### src/rtl/bin_to_bcd_seq_pkg.sv
// Shared definitions for the sequential binary-to-BCD converter.
// Holds FSM encodings, digit-adjust constants and the range helper.
package bin_to_bcd_seq_pkg;

    typedef enum logic [1:0] {
        IDLE   = 2'd0,
        CONV   = 2'd1,
        COMMIT = 2'd2
    } state_t;

    localparam logic [3:0] DIG_ADJ_MIN = 4'd5;
    localparam logic [3:0] DIG_ADJ_ADD = 4'd3;

    // Largest magnitude that fits in ndig decimal digits: 10^ndig - 1.
    function automatic logic [63:0] bcd_max(input int ndig);
        logic [63:0] p;
        p = 64'd1;
        for (int i = 0; i < ndig; i++) begin
            p = p * 64'd10;
        end
        return p - 64'd1;
    endfunction

endpackage

### src/rtl/bin_to_bcd_seq_add3_digit.sv
// Single-digit double-dabble correction.
// Digits of 5 or more get +3 so the following shift carries correctly.
module bcd_add3_digit
    import bin_to_bcd_seq_pkg::*;
(
    input  logic [3:0] d_in,
    output logic [3:0] d_out
);

    assign d_out = (d_in >= DIG_ADJ_MIN) ? (d_in + DIG_ADJ_ADD) : d_in;

endmodule

### src/rtl/bin_to_bcd_seq.sv
// Sequential signed binary to BCD converter (shift-and-add-3).
// Results are committed in one cycle and held between conversions.
module bin_to_bcd_seq
    import bin_to_bcd_seq_pkg::*;
#(
    parameter int WIDTH = 32,
    parameter int NDIG  = 5
) (
    input  logic              clk,
    input  logic              rst,
    input  logic              start,
    input  logic [WIDTH-1:0]  val,
    output logic              busy,
    output logic              done,
    output logic              valid,
    output logic              neg,
    output logic [4*NDIG-1:0] bcd,
    output logic              overflow
);

    localparam int BW = 4 * NDIG;
    localparam int CW = $clog2(WIDTH);
    localparam logic [CW-1:0] CNT_LAST = CW'(WIDTH - 1);
    localparam logic [63:0]   BCD_MAX  = bcd_max(NDIG);

    state_t state;
    state_t state_nx;

    logic load;
    logic shift;
    logic commit;

    logic             neg_r;
    logic             ovf_r;
    logic [WIDTH-1:0] mag;
    logic [WIDTH-1:0] mag_in;
    logic [BW-1:0]    acc;
    logic [BW-1:0]    acc_adj;
    logic [CW-1:0]    cnt;

    logic          done_q;
    logic          valid_q;
    logic          neg_q;
    logic          ovf_q;
    logic [BW-1:0] bcd_q;

    assign mag_in = val[WIDTH-1] ? (~val + WIDTH'(1)) : val;

    for (genvar g = 0; g < NDIG; g++) begin : g_dig
        bcd_add3_digit u_add3 (
            .d_in  (acc[4*g +: 4]),
            .d_out (acc_adj[4*g +: 4])
        );
    end

    // State register.
    always_ff @(posedge clk or posedge rst) begin
        if (rst) begin
            state <= IDLE;
        end else begin
            state <= state_nx;
        end
    end

    // Next-state selection.
    always_comb begin
        state_nx = state;
        unique case (state)
            IDLE:    if (start) state_nx = CONV;
            CONV:    if (cnt == CNT_LAST) state_nx = COMMIT;
            COMMIT:  state_nx = IDLE;
            default: state_nx = IDLE;
        endcase
    end

    // Control strobes and busy flag decoded from the current state.
    always_comb begin
        busy   = (state != IDLE);
        load   = (state == IDLE) && start;
        shift  = (state == CONV);
        commit = (state == COMMIT);
    end

    // Conversion engine: load operand, iterate, then commit results.
    always_ff @(posedge clk or posedge rst) begin
        if (rst) begin
            neg_r   <= 1'b0;
            ovf_r   <= 1'b0;
            mag     <= '0;
            acc     <= '0;
            cnt     <= '0;
            done_q  <= 1'b0;
            valid_q <= 1'b0;
            neg_q   <= 1'b0;
            ovf_q   <= 1'b0;
            bcd_q   <= '0;
        end else begin
            done_q <= commit;
            if (load) begin
                neg_r <= val[WIDTH-1];
                mag   <= mag_in;
                ovf_r <= (64'(mag_in) > BCD_MAX);
                acc   <= '0;
                cnt   <= '0;
            end
            if (shift) begin
                acc <= {acc_adj[BW-2:0], mag[WIDTH-1]};
                mag <= {mag[WIDTH-2:0], 1'b0};
                cnt <= cnt + CW'(1);
            end
            if (commit) begin
                bcd_q   <= acc;
                neg_q   <= neg_r;
                ovf_q   <= ovf_r;
                valid_q <= 1'b1;
            end
        end
    end

    assign done     = done_q;
    assign valid    = valid_q;
    assign neg      = neg_q;
    assign bcd      = bcd_q;
    assign overflow = ovf_q;

endmodule

### config.mk
export PLATFORM = sky130hd
export DESIGN_NAME = bin_to_bcd_seq
export DESIGN_NICKNAME = d
export VERILOG_FILES = /design/src/rtl/bin_to_bcd_seq_pkg.sv /design/src/rtl/bin_to_bcd_seq_add3_digit.sv /design/src/rtl/bin_to_bcd_seq.sv
export SDC_FILE = /design/constraint.sdc
export NUM_CORES = 1
export LEC_CHECK = 0
export BUFFER_PORTS_ARGS = -buffer_cell sky130_fd_sc_hd__buf_4
export CORE_AREA = 10 10 105 107
export CTS_BUF_LIST = sky130_fd_sc_hd__clkbuf_2 sky130_fd_sc_hd__clkbuf_4 sky130_fd_sc_hd__clkbuf_8
export DETAILED_ROUTE_END_ITERATION = 16
export DIE_AREA = 0 0 115 117
export HOLD_SLACK_MARGIN = 0.08
export PLACE_DENSITY = 0.8
export SLEW_MARGIN = 40
export SYNTH_ARGS = -nofsm -noshare
export SYNTH_HDL_FRONTEND = slang
export SYNTH_SLANG_ARGS = --single-unit
### constraint.sdc
create_clock -name clk -period 4.25 [get_ports clk]
set_clock_uncertainty 0.1 [all_clocks]
set_input_delay 1.275 -clock clk [delete_from_list [all_inputs] [get_ports clk]]
set_output_delay 1.275 -clock clk [all_outputs]
set_load 0.1 [all_outputs]
# Word level (Yosys, flattened, before mapping)
# Index checks and enable logic that the tools add are counted.
# classes
n_reduce_logical	5
mux	15
n_eq_ne	5
bitwise	1
n_addsub	7
order_cmp	6
# op_table
op	count
two-way mux 32 bit	3
two-way mux 20 bit	2
adder 32 x 1 -> 32 bit, second input constant	1
> comparator 32 x 17 -> 1 bit, second input constant	1
NOT 32 bit	1
>= comparator 4 x 3 -> 1 bit, second input constant	5
adder 4 x 2 -> 4 bit, second input constant	4
two-way mux 4 bit	4
two-way mux 5 bit	2
adder 5 x 1 -> 5 bit, second input constant	1
equality test 5 bit, second input constant	1
two-way mux 2 bit	2
case mux 2 bit (2 select lines)	1
nonzero test 2 bit	2
adder 3 x 2 -> 3 bit, second input constant	1
two-way mux 3 bit	1
equality test 2 x 1 -> 1 bit, second input constant	1
equality test 2 bit, second input constant	1
logical NOT 2 bit	1
inequality test 2 x 1 -> 1 bit, second input constant	1
inequality test 2 bit, second input constant	1
AND reduction 2 bit	1
logical AND 1 bit	1
# totals
ff_bits	85
input_bits	35
wordCells	50
output_inout_bits	25

# Longest topological paths before layout
# Gate-level depths: netlist of the first run.
# depth
depth_word	5
mapped_depth	9
mapped_depth_nobuf	9

# Cells and area by module
# A second synthesis of the first run with hierarchy kept.
# unflattened
hier_cells	514
area_unflattened_um2	4797.1
# by_module_without_submodules
mod	seq_area_each_um2	instances	cells_each	area_per_inst_um2
bin_to_bcd_seq	2127.0	1	434	4290.4
bcd_add3_digit	0.0	5	16	101.3

# Least setup slack after synthesis of the first run
# OpenSTA, ideal clock, no wires.
# synth_timing
kind	input-to-reg
startpoint	input val[25]
endpoint	register ovf_r
required_time_ps	4017
path_slack_ps	890
arrival_time_ps	3126
cell_stages	7
path_buffers	0
setup_ps	133
cell_sequence	or4_4 or3_1 or4_4 a21oi_2 nor2b_1 nor4_1 a31oi_1
# synth_via
elab_chain_len	4
# synth_lines
element	line_no	text
start, declared	bin_to_bcd_seq.sv:12	input logic [WIDTH-1:0] val,
NOT 32 bit	bin_to_bcd_seq.sv:47	assign mag_in = val[WIDTH-1] ? (~val + WIDTH'(1)) : val;
adder 32 x 1 -> 32 bit	bin_to_bcd_seq.sv:47	
two-way mux 32 bit *	bin_to_bcd_seq.sv:47	
> comparator 32 x 17 -> 1 bit *	bin_to_bcd_seq.sv:102	ovf_r <= (64'(mag_in) > BCD_MAX);
end signal, assigned	bin_to_bcd_seq.sv:102	
end, declared	bin_to_bcd_seq.sv:34	logic ovf_r;
# Mark *: on every way between the ends. The rest lies on a longest branch, timed or not.
# A chain may end at the register's enable or synchronous reset.

# Worst setup path in the final report of the first run
# layout_timing
startpoint	input val[0]
endpoint	register ovf_r
# The elaborated chain is that of the path after synthesis.

==> results of run 1 <==
worst max path at each step:
stage	slack, ns	to
final	0.90	ovf_r
after CTS	0.91	ovf_r
after global routing	0.65	ovf_r
after global placement	0.57	ovf_r
after detailed placement	0.56	ovf_r
after floorplan	0.68	acc[0]
sequential cells by signal (all words and copies together), names as in the netlist:
signal / cells
bcd: 20
neg_r: 1
cnt: 5
acc: 20
state: 2
neg: 1
mag: 32
ovf_r: 1
valid: 1
overflow: 1
done: 1
synth_stat cells, types with 3 or more instances:
cell type	instances	share of area [%]
a31oi_1	3	0.39
nor2_1	19	1.5
nand2b_1	8	1.0
or4_1	3	0.47
or3_1	6	0.79
mux2_2	22	5.2
o32ai_1	4	0.73
inv_1	18	1.4
a21oi_1	16	1.7
xnor2_1	16	2.9
dfrtp_1	85	45
a32o_1	6	1.3
nand4_1	4	0.52
nor3_1	8	0.84
o41ai_1	4	0.73
ha_1	13	3.4
o31ai_1	15	2.4
buf_6	3	0.71
nand3_1	17	1.8
nor4_1	6	0.79
o21ai_0	58	6.1
nand2_1	39	3.1
xor2_1	19	3.5
nor3b_1	6	0.94
or2_2	4	0.52
a22oi_1	29	4.6
nor2b_1	5	0.66
clkbuf_1	24	1.9
critical path: stages:
cell     delay, ns
buf_4         0.13
inv_1         0.08
ha_1          0.23
nor3b_1       0.31
nand2_1       0.21
o41ai_1       0.40
xor2_1        0.16
or3_1         0.37
a32o_1        0.24
a31oi_1       0.13
stage by stage:
stage,hold slack [ns],setup WS (ns),total power [mW],utilization [%]
after floorplan,0.3444,0.6815,2.205,-
after global placement,0.3523,0.5716,2.433,58.38
after detailed placement,0.3559,0.5589,2.510,58.47
after CTS,0.3764,0.9120,3.018,60.31
after global routing,0.4056,0.6548,3.234,60.33
final,0.3724,0.8990,3.007,60.33
where the power goes:
part	total, mW	internal (mW)	switching, mW
Sequential	1.30	1.09	0.216
Combinational	1.21	0.471	0.734
Clock	0.498	0.221	0.277
cell families after synthesis:
family	count (synthesis)	synth area share, %
AOI/OAI and AO/OA	147	20.01
and+or+nand+nor	139	15.60
DFF	85	44.57
buffers and inverters	48	4.379
xor gates and xnor gates	35	6.424
muxes	24	5.611
adders and majority gates	13	3.409
layout by cell type (no fill, tap or decap), types with 6 or more instances in the layout:
master,netlist,routed
a22oi_1,29,29
nand2_1,39,38
a32o_1,6,6
dfrtp_1,85,85
or3_1,6,6
nand2b_1,8,8
a21oi_1,16,16
ha_1,13,13
nor3b_1,6,6
mux2_2,22,22
buf_4,1,65
xor2_1,19,19
o31ai_1,15,15
clkbuf_8,0,10
nor2_1,19,18
nor4_1,6,6
nor3_1,8,8
inv_1,18,17
o21ai_0,58,58
xnor2_1,16,16
nand3_1,17,17
layer usage:
| metal | GRT usage, % | vias to the layer above | share of wire [%] | wire (um) |
|---|---|---|---|---|
| met5 | 0 | - | 0 | 0 |
| met4 | 4.950 | 0 | 1.2 | 129 |
| met3 | 2.752 | 13 | 5.5 | 586 |
| met2 | 25.71 | 118 | 47 | 4942 |
| met1 | 21.06 | 1873 | 46 | 4912 |
| li1 | - | 1890 | - | - |
layout make-up:
class / instances / share of cell area, %
inverter: 18 / 1.333
timing repair buffer: 65 / 8.966
clock inverter: 5 / 0.5057
multi-input combinational: 358 / 45.03
tap: 111 / 2.552
clock buffer: 10 / 2.529
sequential: 85 / 39.08
==> key figures, run 1 <==
Timing
  • Tmin final: between 3 and 4 ns
  • Final Max Tran Viols: 0
  • Tcrit/Tclk final: a little under 80%
  • Setup TNS: 0 ns
  • Setup-failing EPs final: 0
  • Max frequency: between 200 and 300 MHz
  • Final hold vios: 0
  • RSZ-0062 raised after global routing: no
  • Max_slew headroom: about 56%
  • Worst slew pin tran: 0.6619 ns

Floorplan
  • Die width: between 100 and 150 um
  • Row count: 35
  • Die ar.: around 13000 um2
  • Initial Utilization: ~53%
  • Die Ht: between 100 and 150 um
  • Core Area: ~9000 um2
  • Number of I/O pins: 60

Yosys
  • Mean Syn Cell Area: between 9 and 10 um2
  • Synthesized flop and latch total: 85
  • Distinct cell type count after synthesis: a little under 50
  • Most used DFF post-synth: dfrtp_1
  • Post-synth ARST share: 100.0%
  • Syn Nets: 539
  • Synthesized instance count: around 500
  • Cell Area, Synth: 4772 um2
  • Number of synthesized flops with an enable pin: 0
  • Syn. warnings: 0
  • Sequential area share after synthesis: roughly 45%

Critical path
  • Worst setup startpoint: val[0]
  • Reg-to-reg startpoint: state[0]
  • Worst reg-to-reg setup slack: a little over 2 ns
  • Worst EP arrival: around 3.5 ns
  • R2r endpoint: ovf_r
  • Worst-path fanout max: 6
  • Worst Reg-to-Reg Cells: 6
  • CP endpoint kind: flip-flop
  • Setup CP Type: in2reg
  • CP startpoint kind: primary input
  • Worst EP required: around 4.4 ns

Route
  • Via/cell ratio: around 6.0
  • Pre-antenna DRT Iters: 4
  • WL final: 10570 um
  • Starting DRC count in detailed routing: 305
  • Routed Antenna Nets: 0
  • Via count: 3894
  • WL/cell: 16.21 um
  • DR DRC count: 0

Global route
  • Vias in the first global route: just under 4000
  • Initial antenna violation count: 0
  • GRT overflow: 0
  • Global-route usage over all layers: between 10% and 20%
  • Pin count of the biggest net entering global routing: 54
  • First-pass GRT wire length: between 15000 and 20000 um

Finish
  • Fill cell count: approximately 760
  • Fraction of layout instances using a drive strength above 1: a little over a fifth
  • Sequential cell area: 2127 um2
  • Final instance area: approximately 5400 um2
  • Antenna cells: 0
  • Area grow syn2layout: 14.05%
  • Fin nets: 585
  • Finished Layout Cells: between 600 and 700
  • Area of the multi-input gates: roughly 2500 um2

Hold path
  • Hold path startpoint: valid
  • Min-Delay Path Depth: 1
  • Hold crit path type: reg2reg
  • Hold EP: valid

CTS
  • Clock Sinks: 85
  • Clock buffer depth: 2
  • Cts repair resizes: 0
  • TritonCTS buffer count: 9
  • H-tree Lvls: 3
  • Worst-path clk slew: 0.08 ns
  • CTS root buf: clkbuf_8
  • Postcts setup bufs: 0
  • Post-CTS Hold Buffers: 0
  • CTS tree: done
  • Clk_lat worst skew: ~0.35 ns

Job
  • Max cap viols: 0

Power and ir drop
  • Power per cell area: ~550 nW/um2
  • Leak: 2.300 nW
  • Worst-case vdd ir drop: 297.6 uV

Place
  • PortBufs: between 50 and 60
  • Final Wtd Congestion: a little over 0.9
  • Placed insts: ~640
  • DP Area: around 5300 um2
  • Final HPWL DP: around 7600 um

Outcome
  • Status: complete, no violations
Power figures use the tool's default switching activity.
==> run 2: changes to the inputs <==
ABC_AREA = 1   (was not set)
PLACE_DENSITY = 0.81   (was 0.8)
clock period = 3.35 ns   (was 4.25 ns; I/O delays follow)
==> run 2 against run 1 <==
Compared with the run above: final cell count rose by 21%; wire length is 7.3% higher; clock power up 68%; synthesized cell count increased by 25%; setup slack about the same; sequential power is 22% higher; critical endpoint is now acc[10].
==> key figures, run 2 <==
Yosys
  • Post-synth ARST share: 100.0%
  • Synthesized flop and latch total: 85
  • Post-synth top area share: between 40% and 50%
  • Number of synthesized flops with an enable pin: 0
  • Synth top area cells: dfrtp_1, nand2_1, o21ai_0
  • Leading area contributor after synthesis: dfrtp_1
  • Mean Syn Cell Area: slightly below 8 um2
  • Syn Nets: 662
  • Most frequent cell after synthesis: nand2_1
  • Most used DFF post-synth: dfrtp_1
  • Synthesized instance count: roughly 610
  • Syn. warnings: 0
  • Cell Area, Synth: between 4000 and 5000 um2
  • Distinct cell type count after synthesis: 35
  • Sequential area share after synthesis: between 40% and 50%
  • Post-synth top cells: nand2_1, dfrtp_1, inv_1

CTS
  • H-tree Lvls: 3
  • Worst-path clk slew: ~0.08 ns
  • Clk_lat worst skew: roughly 0.36 ns
  • TritonCTS buffer count: 9
  • Post-CTS Hold Buffers: 0
  • Postcts setup bufs: 0
  • Cts repair resizes: 0
  • Clock Sinks: 85
  • CTS root buf: clkbuf_8
  • CTS tree: done
  • Clock buffer depth: 2

Critical path
  • CP startpoint kind: flip-flop
  • Worst setup startpoint: state[1]
  • Worst-path fanout max: 18
  • Setup CP Type: reg2reg
  • R2r endpoint: acc[10]
  • Worst EP arrival: ~2.6 ns
  • Worst EP required: roughly 3.5 ns
  • Worst Reg-to-Reg Cells: 5
  • Worst reg-to-reg setup slack: roughly 0.90 ns
  • Stages on the worst setup path: 5
  • CP max stage delay: 0.71 ns
  • Cell family with most CP delay: buffers and inverters
  • CP max stage cell: clkinv_1
  • Reg-to-reg startpoint: state[1]
  • Critical path capture point: acc[10]
  • CP bufs+invs: 1
  • CP cell instances: nor2_2 -> clkinv_1 -> a21oi_1 -> o21ai_0 -> o21ai_1
  • CP endpoint kind: flip-flop

Timing
  • Final Worst Setup Slack: between 0.8 and 0.9 ns
  • Tmin final: 2.451 ns
  • Max_slew headroom: between 40 and 50%
  • RSZ-0062 raised after global routing: no
  • Setup TNS: 0 ns
  • Final Hold Slack: 0.3746 ns
  • Final Max Tran Viols: 0
  • Worst slew pin tran: 0.8235 ns
  • Tcrit/Tclk final: about three quarters
  • Max frequency: a little over 400 MHz
  • Setup-failing EPs final: 0
  • Final hold vios: 0

Global route
  • Vias in the first global route: 4299
  • Pin count of the biggest net entering global routing: 52
  • First-pass GRT wire length: 19550 um
  • Initial antenna violation count: 0
  • Global-route usage over all layers: between 10% and 20%
  • GRT overflow: 0

Power and ir drop
  • Power per cell area: 754.3 nW/um2
  • Leak: approximately 2.8 nW
  • Worst-case vdd ir drop: about 280 uV

Route
  • Routed Antenna Nets: 0
  • DR DRC count: 0
  • Pre-antenna DRT Iters: 5
  • Via/cell ratio: approximately 5.5
  • Via count: between 4000 and 5000
  • WL final: about 11000 um
  • Starting DRC count in detailed routing: approximately 300
  • WL/cell: ~14 um

Floorplan
  • Initial Utilization: 53.29%
  • Core Area: about 9000 um2
  • Die width: between 100 and 150 um
  • Die ar.: around 13000 um2
  • Die Ht: between 100 and 150 um
  • Number of I/O pins: 60
  • Row count: 35

Finish
  • Area of the multi-input gates: around 2300 um2
  • Area grow syn2layout: 16.37%
  • Fill cell count: 801
  • Fin nets: 718
  • Max reg flops: 32
  • Sequential cell area: 2127 um2
  • Top reg by flops: mag
  • Most common cell after layout, fill and taps aside: nand2_1
  • Fraction of layout instances using a drive strength above 1: between 10% and 20%
  • Commonest cells after routing, fill and taps aside: nand2_1, dfrtp_1, inv_1
  • Antenna cells: 0

Outcome
  • Status: complete, no violations

Place
  • Final Wtd Congestion: approximately 0.86
  • Final HPWL DP: around 8400 um
  • PortBufs: just under 60
  • Place WS: about 0.6 ns

Job
  • Max cap viols: 0

Hold path
  • Hold crit path type: reg2reg
## run 2: through the flow
step | area [um2] | utilization (%) | power, mW | instances
2_1_floorplan | 4807 | - | 2.937 | 614
3_3_place_gp | 5356 | 59.38 | 3.262 | 770
3_5_place_dp | 5360 | 59.42 | 3.375 | 770
4_1_cts | 5594 | 62.01 | 4.218 | 786
5_1_grt | 5594 | 62.01 | 4.541 | 786
6_report | 5594 | 62.01 | 4.220 | 786
## run 2: logic make-up after synthesis
logic type | after synthesis | synth area share, %
AOI/OAI and AO/OA | 139 | 17.31
adders and majority gates | 13 | 3.384
DFF | 85 | 44.25
buffers and inverters | 102 | 8.121
xor gates and xnor gates | 14 | 2.551
and+or+nand+nor | 261 | 24.39
## run 2: worst register-to-register path: cells and delay by family, from the launching register on
kind | cells | cell delay (ns)
AOI/OAI and AO/OA | 3 | 0.50
buffers and inverters | 1 | 0.72
DFF | 1 | 0.40
and+or+nand+nor | 1 | 0.66
## run 2: worst min path at each step
stage	start	end	depth (start not counted)
CTS	neg_r	neg	2
finish	neg_r	neg	2
global placement	valid	valid	1
detailed placement	neg_r	neg	2
global route	valid	valid	1
floorplan	neg_r	neg	2
## run 2: final cells by class
type	instances	area share, %
Multi-Input combinational cell	427	40.93
Timing Repair Buffer	66	8.857
Clock buffer	13	2.975
Clock inverter	3	1.208
Tap cell	111	2.483
Sequential cell	85	38.02
Inverter	81	5.524
## run 2: routing by layer
layer,vias up,GRT usage (%),wire (um)
met5,-,0,0
met4,0,6.436,182
met3,17,3.823,720
met2,124,28.27,5244
met1,2032,22.10,5190
li1,2144,-,-
## run 2: where the power goes
part	total, mW	switching (mW)	internal (mW)
sequential	1.59	0.194	1.40
clock	0.836	0.358	0.478
combinational	1.79	1.18	0.616
==> run 3: changes to the inputs <==
ABC_AREA = 0   (was 1)
PLACE_DENSITY = 0.8   (was 0.81)
clock period = 2.52 ns   (was 3.35 ns; I/O delays follow)
==> run 3 against run 2 <==
Compared with the run above: the run now ends with negative setup slack left; cell area increased by 7.4%; sequential cell count unchanged; setup slack got worse by 0.96 ns; via count decreased by 6.0%; largest cell class unchanged; highest routed layer unchanged.
==> key figures, run 3 (synthesis gave the netlist of run 1 again) <==
Route
  • Via count: 4058
  • WL/cell: between 15 and 20 um
  • Routed Antenna Nets: 0
  • Via/cell ratio: roughly 5.7
  • Starting DRC count in detailed routing: around 350
  • Pre-antenna DRT Iters: 5
  • WL final: roughly 11000 um
  • DR DRC count: 0

Timing
  • Worst slew pin tran: 0.5741 ns
  • Setup-failing EPs final: 1
  • Final Worst Setup Slack: -0.06295 ns
  • RSZ-0062 raised after global routing: yes
  • Tmin final: ~2.6 ns
  • Final Max Tran Viols: 0
  • Final hold vios: 0
  • Max_slew headroom: around 62%
  • Setup TNS: -0.06295 ns
  • Max frequency: between 300 and 400 MHz
  • Tcrit/Tclk final: 102.5%

Finish
  • Area grow syn2layout: 25.96%
  • Most common cell after layout, fill and taps aside: buf_4
  • Fill cell count: approximately 740
  • Max reg flops: 32
  • Commonest cells after routing, fill and taps aside: buf_4, dfrtp_1, o21ai_0
  • Fraction of layout instances using a drive strength above 1: 32.23%
  • Antenna cells: 0
  • Area of the multi-input gates: ~2500 um2
  • Top reg by flops: mag
  • Sequential cell area: between 2000 and 2500 um2
  • Fin nets: 645
  • Finished Layout Cells: roughly 700
  • Post-layout util: 66.63%

Critical path
  • Crit path top cell by count: or4_4
  • CP endpoint kind: flip-flop
  • Worst-path fanout max: 4
  • Worst EP arrival: ~2.7 ns
  • Worst EP required: between 2 and 3 ns
  • Setup CP Type: in2reg
  • Worst reg-to-reg setup slack: between 0.5 and 0.6 ns
  • CP max stage delay: 0.54 ns
  • CP cell instances: buf_6 -> or4_4 -> or3_4 -> or4_4 -> a21oi_2 -> nor2b_1 -> nor4_1 -> a31oi_1
  • CP max stage cell: or4_4
  • CP startpoint kind: primary input

Hold path
  • Hold crit path type: reg2reg

Global route
  • Pin count of the biggest net entering global routing: 86
  • Vias in the first global route: slightly above 4000
  • Initial antenna violation count: 0
  • GRT overflow: 0
  • Global-route usage over all layers: roughly 17%
  • First-pass GRT wire length: 18880 um

Floorplan
  • Die Ht: around 120 um
  • Die ar.: between 10000 and 15000 um2
  • Row count: 35
  • Core Area: 9021 um2
  • Die width: approximately 120 um
  • Initial Utilization: around 53%
  • Number of I/O pins: 60

Power and ir drop
  • Leak: about 2.6 nW
  • Power per cell area: roughly 850 nW/um2
  • Worst-case vdd ir drop: about 420 uV
  • Final Total Pwr: roughly 5.1 mW

CTS
  • CTS tree: done
  • CTS root buf: clkbuf_8
  • H-tree Lvls: 3
  • Clk_lat worst skew: roughly 0.34 ns
  • Postcts setup bufs: 0
  • Worst-path clk slew: ~0.08 ns
  • Clock buffer depth: 2
  • Clock Sinks: between 80 and 90
  • TritonCTS buffer count: 9

Place
  • Placed insts: around 700
  • Final Wtd Congestion: 0.9185
  • Final HPWL DP: about 8000 um
  • PortBufs: 59

Outcome
  • Failing checks: negative setup slack
  • Status: finished, violations left

Job
  • Max cap viols: 0
==> run 3: cell types whose count changed in the layout (fill, tap and decap cells not counted), moves of 7 or more <==
cell | previous run | this run
o31ai_1 | 0 | 14
o21ai_1 | 14 | 1
nand3_1 | 42 | 17
mux2_2 | 0 | 22
nor2_1 | 41 | 18
buf_4 | 66 | 121
nand2b_1 | 0 | 8
nand2_1 | 143 | 35
xnor2_1 | 1 | 16
inv_1 | 72 | 17
nor2_2 | 8 | 1
==> run 3: final cells by class <==
cell class                 instances  area share, %
inverter                          18          1.187
clock buffer                      10          2.186
clock inverter                     6         0.4996
timing repair buffer             125          16.15
sequential                        85          35.39
multi-input combinational        358          42.28
tap                              111          2.311
==> run 3: where the power goes <==
group | switching, mW | internal, mW
logic | 1.24 | 0.871
clock network | 0.445 | 0.358
registers | 0.366 | 1.84
==> run 3: worst max-delay path, delay by kind of cell <==
kind	cells	cell delay, ns
compound gates	2	0.25
buf+inv	1	0.09
simple gates	5	1.61
==> run 3: metrics by stage <==
step | setup slack [ns] | cell area (um2) | hold slack (ns)
2_1_floorplan | -0.1571 | 4802 | 0.3444
3_3_place_gp | -0.4190 | 5771 | 0.3536
3_5_place_dp | -0.5560 | 5771 | 0.3595
4_1_cts | -0.06542 | 5974 | 0.3780
5_1_grt | -0.1184 | 6011 | 0.4170
6_report | -0.06295 | 6011 | 0.3746
==> run 3: routing by layer <==
metal,part of all wire [%],global-route usage (%),routed length (um)
met2,47,26.80,5121
met5,0,0,0
met1,46,21.64,4975
met3,6.0,3.874,656
met4,1.2,4.785,129
==> run 3: what timing repair did <==
item / CTS / global route
endpoints found under the setup margin: 1 / 3
resized for setup: 8 / 8
pin swaps: 0 / 1
hold buffers: 0 / 0
==> run 3: path summary, 6_finish.rpt <==
| path | start | endpoint | cells past startpoint |
|---|---|---|---|
| min | neg_r | neg_r | 2 |
| max | val[25] | ovf_r | 8 |
| max reg2reg | state[0] | ovf_r | 6 |
| min in group asynchronous | rst | bcd[0] | 3 |
| max in group asynchronous | rst | bcd[15] | 3 |
| min reg2reg | neg_r | neg_r | 2 |
